[src/rtl/midori64_dec_controller.sv]
// -----------------------------------------------------------------------------
// midori64_dec_controller
//
// Purpose:
//   Round controller for the masked, round-based Midori64 decryption datapath.
//   It accepts one masked ciphertext block through a valid/ready handshake.
//   It then sequences the datapath through NUM_ROUNDS rounds, counting the
//   round index down. Each round lasts SBOX_STAGES cycles so the pipelined
//   masked S-box can drain. The plaintext is then presented through an output
//   valid/ready handshake that supports backpressure.
//
// Parameters:
//   SBOX_STAGES : register stages in the masked S-box, i.e. cycles per round
//                 (1..15)
//   NUM_ROUNDS  : rounds per block, including the final S-layer round (2..16)
//
// Ports:
//   clk         in   rising-edge clock
//   reset       in   asynchronous active-high reset, forces IDLE
//   in_valid    in   masked ciphertext and key shares valid on datapath inputs
//   in_ready    out  controller can accept a block (IDLE only)
//   load_sel    out  datapath state mux selects fresh input shares (LOAD only)
//   EN          out  datapath state/key register enable (LOAD and RUN)
//   round       out  current decryption round, NUM_ROUNDS-1 down to 0
//   stage       out  S-box pipeline stage within the round, 0..SBOX_STAGES-1
//   first_round out  RUN with round==NUM_ROUNDS-1
//   last_round  out  RUN with round==0 (final whitening key add)
//   busy        out  state is LOAD or RUN
//   out_valid   out  plaintext shares valid on datapath outputs (DONE)
//   out_ready   in   consumer accepts the plaintext
// -----------------------------------------------------------------------------
module midori64_dec_controller #(
    parameter int SBOX_STAGES = 3,
    parameter int NUM_ROUNDS  = 16
) (
    input  logic       clk,
    input  logic       reset,
    input  logic       in_valid,
    output logic       in_ready,
    output logic       load_sel,
    output logic       EN,
    output logic [3:0] round,
    output logic [3:0] stage,
    output logic       first_round,
    output logic       last_round,
    output logic       busy,
    output logic       out_valid,
    input  logic       out_ready
);

    // The round and stage terminal values are kept as 4-bit constants so every
    // comparison against the counters has matching widths.
    localparam logic [3:0] ROUND_MAX = 4'(NUM_ROUNDS - 1);
    localparam logic [3:0] STAGE_MAX = 4'(SBOX_STAGES - 1);

    typedef enum logic [1:0] {
        S_IDLE = 2'd0,
        S_LOAD = 2'd1,
        S_RUN  = 2'd2,
        S_DONE = 2'd3
    } state_t;

    state_t     r_state;
    logic [3:0] r_round;
    logic [3:0] r_stage;

    // Main sequencer. The round index starts at the top and counts down one
    // step whenever the S-box pipeline finishes a round. The block completes
    // when the round-0 pass ends. The round counter never goes below zero, so
    // it cannot wrap. DONE keeps everything frozen until the consumer takes
    // the result. Going back through IDLE is deliberate: a new block can be
    // accepted only on a later cycle, never straight out of DONE.
    always_ff @(posedge clk or posedge reset) begin
        if (reset) begin
            r_state <= S_IDLE;
            r_round <= 4'd0;
            r_stage <= 4'd0;
        end else begin
            case (r_state)
                S_IDLE: begin
                    if (in_valid) begin
                        r_state <= S_LOAD;
                        r_round <= ROUND_MAX;
                        r_stage <= 4'd0;
                    end
                end
                S_LOAD: begin
                    r_state <= S_RUN;
                end
                S_RUN: begin
                    if (r_stage == STAGE_MAX) begin
                        r_stage <= 4'd0;
                        if (r_round == 4'd0) begin
                            r_state <= S_DONE;
                        end else begin
                            r_round <= r_round - 4'd1;
                        end
                    end else begin
                        r_stage <= r_stage + 4'd1;
                    end
                end
                S_DONE: begin
                    if (out_ready) begin
                        r_state <= S_IDLE;
                    end
                end
                default: begin
                    r_state <= S_IDLE;
                    r_round <= 4'd0;
                    r_stage <= 4'd0;
                end
            endcase
        end
    end

    // Every output is decoded only from registered state and counters. No
    // handshake input reaches an output combinationally. Because the state
    // register is asynchronously reset, EN and busy drop as soon as reset
    // rises, without waiting for a clock edge.
    assign in_ready    = (r_state == S_IDLE);
    assign load_sel    = (r_state == S_LOAD);
    assign EN          = (r_state == S_LOAD) || (r_state == S_RUN);
    assign busy        = (r_state == S_LOAD) || (r_state == S_RUN);
    assign out_valid   = (r_state == S_DONE);
    assign first_round = (r_state == S_RUN) && (r_round == ROUND_MAX);
    assign last_round  = (r_state == S_RUN) && (r_round == 4'd0);
    assign round       = r_round;
    assign stage       = r_stage;

endmodule

[config.mk]
export PLATFORM = sky130hd
export DESIGN_NAME = midori64_dec_controller
export DESIGN_NICKNAME = d
export VERILOG_FILES = /design/src/rtl/midori64_dec_controller.sv
export SDC_FILE = /design/constraint.sdc
export NUM_CORES = 1
export LEC_CHECK = 0
export ABC_AREA = 1
export BUFFER_PORTS_ARGS = -buffer_cell sky130_fd_sc_hd__buf_2
export CORE_UTILIZATION = 40
export CTS_CLUSTER_DIAMETER = 120
export DETAILED_ROUTE_END_ITERATION = 8
export GPL_TIMING_DRIVEN = 0
export PLACE_DENSITY_LB_ADDON = 0.12
export SLEW_MARGIN = 10
export SYNTH_ARGS = -nofsm -noshare
export SYNTH_HDL_FRONTEND = slang
export SYNTH_SLANG_ARGS = --single-unit
[constraint.sdc]
create_clock -name clk -period 1.6 [get_ports clk]
set_input_delay 0.16 -clock clk [delete_from_list [all_inputs] [get_ports clk]]
set_output_delay 0.16 -clock clk [all_outputs]
set_load 0.02 [all_outputs]
# Yosys cells after proc, flatten, opt, wreduce, memory -nomap -nowiden

Cells that the tools add are included.

Flip-flop bits (word level): 10
Input bits: 4
Logic and storage cells: 36

Add/sub/neg operators: 2
Equality and inequality tests: 10
Mux-type cells: 12
Reductions and logical operators: 9

Operator list:

| kind                                                   | count |
|---|---|
| two-way mux 4 bit                                      | 5 |
| case mux 4 bit (2 select lines)                        | 2 |
| two-way mux 2 bit                                      | 4 |
| case mux 2 bit (4 select lines)                        | 1 |
| AND reduction 4 bit                                    | 2 |
| inequality test 2 bit (second input constant)          | 3 |
| adder 4 x 1 -> 4 bit (second input constant)           | 1 |
| == test 2 bit (second input constant)                  | 2 |
| == test 4 x 2 -> 1 bit (second input constant)         | 1 |
| == test 4 bit (second input constant)                  | 1 |
| logical NOT 4 bit                                      | 1 |
| inequality test 2 x 1 -> 1 bit (second input constant) | 2 |
| subtractor 4 x 1 -> 4 bit (second input constant)      | 1 |
| == test 2 x 1 -> 1 bit (second input constant)         | 1 |
| logical AND 1 bit                                      | 2 |
| logical NOT 2 bit                                      | 1 |
| AND reduction 2 bit                                    | 1 |
| nonzero test 2 bit                                     | 1 |
| logical OR 1 bit                                       | 1 |

# Longest topological paths before layout

Gate-level depths: netlist of the first run.

Word-level depth: 4
Gate-level depth with buffers: 9

# Worst setup path after synthesis of the first run

Ideal clock, no wire load.

Kind: flip-flop to flip-flop
From: register r_state[0]
To: register r_round[3], in the netlist round[3]
Arrival: 1.334 ns
Path slack: 0.150 ns
Cell stages (with the launch flop): 8
Buffers on the path: 0
Period minus slack after synthesis: 1.450 ns
Cell sequence: dfrtp_1 inv_1 ha_1 nand2_1 o21ai_4 nand3_2 nand2_1 nand2_1

Cells in the longest elaborated chain, start to end: 3
Elaborated cells between the ends (all ways): 8
Classes of those cells: eq/ne: 4; mux: 1; reduce/logical: 3

Ends and longest elaborated chain:

| element                                                               | RTL line | source |
|---|---|---|
| start: declaration                                                    | 63       | `state_t r_state;` |
| start signal: assignment                                              | 75       | `r_state <= S_IDLE;` |
| start signal: assignment                                              | 82       | `r_state <= S_LOAD;` |
| start signal: assignment                                              | 88       | `r_state <= S_RUN;` |
| logical NOT 2 bit (*)                                                 | -        |  |
| named net in_ready                                                    | 39       | `output logic in_ready,` |
| inequality test 2 bit (no line) or nonzero test 2 bit (tied branches) | -        |  |
| AND reduction 4 bit (no line)                                         | -        |  |
| end signal: assignment                                                | 96       | `r_round <= r_round - 4'd1;` |
| end: declaration                                                      | 64       | `logic [3:0] r_round;` |

The timed path passes the listed nets; every way through them passes the cells marked *.
A chain may end at the register's enable or synchronous reset.

# Final worst setup path of the first run

From: register r_state[1]
To: output port busy

Cells in the longest elaborated chain, start to end: 2
Elaborated cells between the ends (all ways): 3
Classes of those cells: eq/ne: 2; reduce/logical: 1

Ends and longest elaborated chain:

| element                                                 | RTL line | source |
|---|---|---|
| == test 2 x 1 -> 1 bit or == test 2 bit (tied branches) | 123      | `assign busy = (r_state == S_LOAD) \|\| (r_state == S_RUN);` |
| logical OR 1 bit (*)                                    | 123      |  |
| end: declaration                                        | 46       | `output logic busy,` |

Every way passes the cells marked *; elsewhere a longest branch is shown, timed or not.

==> results of run 1 <==
## kinds of logic after synthesis
| group | after synthesis | share of synthesized area [%] |
|---|---|---|
| flip-flops | 10 | 33.84 |
| adder cells (fa/ha/maj) | 9 | 15.23 |
| AO/OA/AOI/OAI | 7 | 6.260 |
| buffers and inverters | 16 | 10.32 |
| XOR/XNOR | 2 | 2.369 |
| AND/OR/NAND/NOR | 52 | 31.98 |
## path summary, 6_finish.rpt
check,start,to,slack [ns],depth (start not counted)
worst max-delay path,r_state[1]$_DFFE_PP0P_,busy,0.06,4
worst min-delay path,in_valid,stage[3]$_DFFE_PP0P_,0.28,5
worst max register to register,r_state[1]$_DFFE_PP0P_,round[1]$_DFFE_PP0P_,0.13,7
worst min register to register,stage[3]$_DFFE_PP0P_,stage[3]$_DFFE_PP0P_,0.56,2
max in group asynchronous,reset,stage[3]$_DFFE_PP0P_,0.89,3
min in group asynchronous,reset,round[2]$_DFFE_PP0P_,0.42,3
## registers in the layout (all words and copies together), names as in the netlist
register,count
round,4
stage,4
r_state,2
## worst register-to-register path, stage by stage (launching register included)
cell     delay (ns)
dfrtp_1        0.44
inv_1          0.10
ha_1           0.28
nand2_1        0.14
o21ai_4        0.13
nand3_2        0.15
nand2_1        0.08
nand2_1        0.05
## layout make-up
type | instances | area (um2)
timing repair buffer | 23 | 133.9
tap | 25 | 31.28
sequential | 10 | 250.2
fill | 176 | 787.0
clock buffer | 3 | 22.52
buffer | 2 | 18.77
multi-input combinational | 70 | 425.4
inverter | 14 | 57.56
## placed cells by master (no fill, tap or decap), drive strengths merged
cell type	instances
a21oi	2
buf	24
clkbuf	3
dfrtp	10
dlygate4sd3	1
ha	9
inv	14
nand2	32
nand3	9
nand4	5
nor2	5
o21ai	5
or2	1
xor2	2
## through the flow
step	hold slack [ns]	TNS [ns]	instance area (um2)	util, %
after floorplan	0.0001782	0	739.5	-
after global placement	0.1640	0	860.8	49.86
after detailed placement	0.1712	0	860.8	49.86
after CTS	0.2819	0	903.4	52.32
after global routing	0.3588	-0.01118	939.7	54.42
final	0.2789	0	939.7	54.42
## timing repair
item | CTS | global route
buffers inserted | 1 | 2
resized for setup | 1 | 6
setup endpoints to repair | 1 | 2
hold buffers | 1 | 0
endpoints found under the hold margin | 10 | 0
pin swaps | 1 | 1
cloned | 0 | 1
## power breakdown
part | internal, W | switching [W]
combinational | 0.000494 | 0.000816
sequential | 0.000356 | 0.000128
clock | 0.0000869 | 0.0000984
## metal layers
layer | up-vias | track usage (%) | share of wire, %
li1 | 362 | - | -
met2 | 10 | 22.90 | 45
met1 | 280 | 22.39 | 51
met4 | 0 | 5.455 | 0.81
met3 | 2 | 4.800 | 2.9
met5 | - | 0 | 0
==> results.ini, run 1 <==
[yosys]
synth-edff-count = 0
ys_seq_area_share_pct = 33.84
synth_cells = 96
synth_top_area_cell = dfrtp_1
syn_nets = 109
ys_top_cells_by_area = dfrtp_1 34%, ha_1 15%, nand2_1 15%, inv_1 6.1%, nand3_1 5.4%
synthFlopType = dfrtp_1
synth_warnings = 0
syn-mean-instance-area_um2 = 7.703
ys_top_cells_by_count = 30 x nand2_1, 12 x inv_1, 10 x dfrtp_1, 9 x ha_1, 8 x nand3_1
synth_most_common_cell = nand2_1
synth.distinct_cells = 20
yosys.area.top_type_share_pct = 33.84
synth_seq_cells = 10
syn_area_um2 = 739.5
async_reset_ff_share_pct = 100.0

[timing]
max_freq_mhz = 649.2
relSlewSlack_pct = 72.84
maxSlewViolCount = 0
finalCritPeriodShare_pct = 96.28
worst_slack_ns = 0.05958
min_period_ns = 1.540
final_hold_viol_count = 0
max_slew.worst_pin.slew_ns = 0.4070
finClkSkew_ns = 0.004998
rsz0062_at_grt = yes
setup_viol = 0

[placed_design]
hpwlAfterDp_um = 1079
dp.cells = 139
io_buffers = 18
post-place-ws_ns = 0.1309
routabilityCongestion = 0.8648

[grt]
grt_usage_pct = 15.87
antenna_found_initial = 0
grt_pass1_wl_um = 2311
grt_overflow_total = 0
grt_max_degree = 11
grt_pass1_vias = 526

[worst_hold_path]
hold_path_class = input pin to flip-flop

[critical_path]
arrival_ns = 1.38
path_buf_inv = 3
critPathCaptureType = primary output
cp_max_fo = 4
start_kind = flip-flop
crit_required_ns = 1.44
path_cells = inv_1, ha_1, buf_4, buf_2
crit_family = flip-flops
max_stage_delay_ns = 0.44
slowest_stage = dfrtp_1
path_class = flip-flop to primary output

[floorplan]
ios = 19
rows = 15
start_util_pct = 42.83
die_y_um = 45.00
fp.dieW_um = 45.00
die_area_um2 = 2025
core_um2 = 1727

[route]
routed-via-count = 654
post-route-drc-count = 0
wl_um = 1479
drt_pre_antenna_iters = 4
viasPerCell = 4.449
drtIter0Drc = 14
wl_per_cell_um = 10.06
postRouteAntennaNets = 0

[clock_network]
htreeDepth = 1
cts_sinks = 10
clockBufferDepth = 2
clock_latency_ns = 0.27
clk_pin_slew_ns = 0.08
cts_root_buffer = clkbuf_4
cts_buffers = 3
tritoncts = done

[outcome]
status = completed

[layout]
num_antenna_cells = 0
syn2layout_area_growth_pct = 27.07
final_nets = 137
final_cells = 147
drive_gt1_share_pct = 32.79

[power]
power.density_nw_per_um2 = 2107
power_leakage_nw = 0.5295
p_total_w = 0.001980
vdd_drop_max_v = 0.0009934

[flow_run]
maxCapViolations = 0

Power figures use the tool's default switching activity.
==> run 2: changes to the inputs <==
--- a/config.mk
+++ b/config.mk
@@ -12,6 +12,7 @@
 export DETAILED_ROUTE_END_ITERATION = 8
 export GPL_TIMING_DRIVEN = 0
 export PLACE_DENSITY_LB_ADDON = 0.12
+export REMOVE_ABC_BUFFERS = 1
 export SLEW_MARGIN = 10
 export SYNTH_ARGS = -nofsm -noshare
 export SYNTH_HDL_FRONTEND = slang
==> run 2 against run 1 <==
Net effect: via count increased by 3.4%; maximum frequency increased by 1.7%; power decreased by 0.34%; register-to-register slack improved by 0.03 ns; combinational power about the same; die area unchanged; worst setup slack improved by 0.025 ns; count of clock-buffer cells in the layout unchanged; critical path type unchanged; largest cell class unchanged; largest power group unchanged.
==> results.ini, run 2 (same netlist as run 1, synthesis figures left out) <==
[route]
postRouteAntennaNets = 0
viasPerCell = 4.599
post-route-drc-count = 0
routed-via-count = 676
drt_pre_antenna_iters = 4
drtIter0Drc = 11
wl_per_cell_um = 10.20
wl_um = 1499

[clock_network]
clockBufferDepth = 2
clock_latency_ns = 0.27
tritoncts = done
cts_buffers = 3
cts_root_buffer = clkbuf_4
htreeDepth = 1
cts_sinks = 10
clk_pin_slew_ns = 0.07

[critical_path]
start_kind = flip-flop
arrival_ns = 1.36
crit_required_ns = 1.44
cp_max_fo = 4
path_class = flip-flop to primary output
r2r-start = r_state[1]$_DFFE_PP0P_
cp-startpoint = round[0]$_DFFE_PP0P_
critPathCaptureType = primary output

[layout]
final_cell_mix = 30 x nand2_1, 18 x buf_2, 10 x inv_1, 9 x dfrtp_1
syn2layout_area_growth_pct = 26.23
final_nets = 137
final_common_cell = nand2_1
multi_input_area_um2 = 425.4
n_fill_cell = 196
num_antenna_cells = 0
seqCellArea_um2 = 251.5
drive_gt1_share_pct = 32.79

[power]
internal_power_w = 0.0009468
comb_power_share_pct = 67.1
p_sw_w = 0.001026
vdd_drop_max_v = 0.001478
power.density_nw_per_um2 = 2114
p_seq_share_pct = 23.8
sw_frac_of_total_pct = 52.02
p_clk_share_pct = 9.1
power_leakage_nw = 0.5289

[grt]
antenna_found_initial = 0
grt_pass1_vias = 607
grt_usage_pct = 17.78
grt_overflow_total = 0
grt_max_degree = 11
grt_pass1_wl_um = 2539

[worst_hold_path]
hold_path_class = input pin to flip-flop
hold_start = in_valid

[floorplan]
die_y_um = 45.00
ios = 19
core_um2 = 1727
fp.dieW_um = 45.00
start_util_pct = 42.83
rows = 15
die_area_um2 = 2025

[timing]
setup_viol = 0
rsz0062_at_grt = no
relSlewSlack_pct = 71.99
whs_ns = 0.2894
final_hold_viol_count = 0
maxSlewViolCount = 0
min_period_ns = 1.515
fin_setup_tns_ns = 0
finalCritPeriodShare_pct = 94.70
max_slew.worst_pin.slew_ns = 0.4197
finClkSkew_ns = 0.003179
max_freq_mhz = 660.0

[placed_design]
routabilityCongestion = 0.7955
hpwlAfterDp_um = 1111
io_buffers = 18

[outcome]
status = completed

[flow_run]
maxCapViolations = 0

==> run 2: layout make-up <==
class	count	share of cell area [%]
well taps	25	3.351
inverters	14	6.166
repair buffers	25	15.55
flip-flops and latches	10	26.94
multi-input cells	70	45.58
clock buffers	3	2.413
==> run 2: metal layers <==
metal	global-route usage, %	part of all wire (%)	vias up	routed length, um
met3	3.600	3.5	5	52
met1	23.57	49	296	738
met4	10.91	2.5	0	38
li1	-	-	358	-
met5	0	0	-	0
met2	26.38	45	17	669
==> run 2: repair_timing <==
action | 4_1_cts | 5_1_grt
hold buffers | 1 | 0
endpoints found under the hold margin | 10 | 0
setup endpoints to repair | 8 | 4
resized for setup | 2 | 3
pin swaps | 1 | 0
setup buffers | 3 | 3
==> run 2: worst max-delay path, cell delays in order, from the launching register on <==
cell and delay, ns:
dfrtp_2 0.43, inv_2 0.09, ha_1 0.16, nand4_1 0.13, inv_1 0.10, buf_2 0.17
==> run 2: power groups by stage <==
stage	logic, W	clock network [W]	registers (W)
floorplan	0.000847	0	0.000543
global placement	0.00118	0	0.000479
detailed placement	0.00120	0	0.000480
CTS	0.00127	0.000185	0.000481
global route	0.00151	0.000201	0.000485
finish	0.00132	0.000179	0.000469
==> run 2: final timing paths <==
path / cells past startpoint / slack (ns) / endpoint
worst max-delay path: 5 / 0.08 / last_round
worst min-delay path: 5 / 0.29 / stage[3]$_DFFE_PP0P_
worst max register to register: 7 / 0.16 / round[0]$_DFFE_PP0P_
worst min register to register: 2 / 0.50 / round[1]$_DFFE_PP0P_
max in group asynchronous: 3 / 0.86 / round[0]$_DFFE_PP0P_
min in group asynchronous: 3 / 0.42 / round[2]$_DFFE_PP0P_
==> run 2: through the flow <==
step	total power [W]	utilization (%)	instance area [um2]	setup slack (ns)	std cells
6_report	0.001973	54.06	933.4	0.08482	147
5_1_grt	0.002192	54.06	933.4	0.001202	147
4_1_cts	0.001932	52.68	909.6	0.02324	144
3_5_place_dp	0.001679	48.77	842.1	-0.02272	137
3_3_place_gp	0.001660	48.77	842.1	-0.05262	137
2_1_floorplan	0.001390	-	720.7	0.06183	94
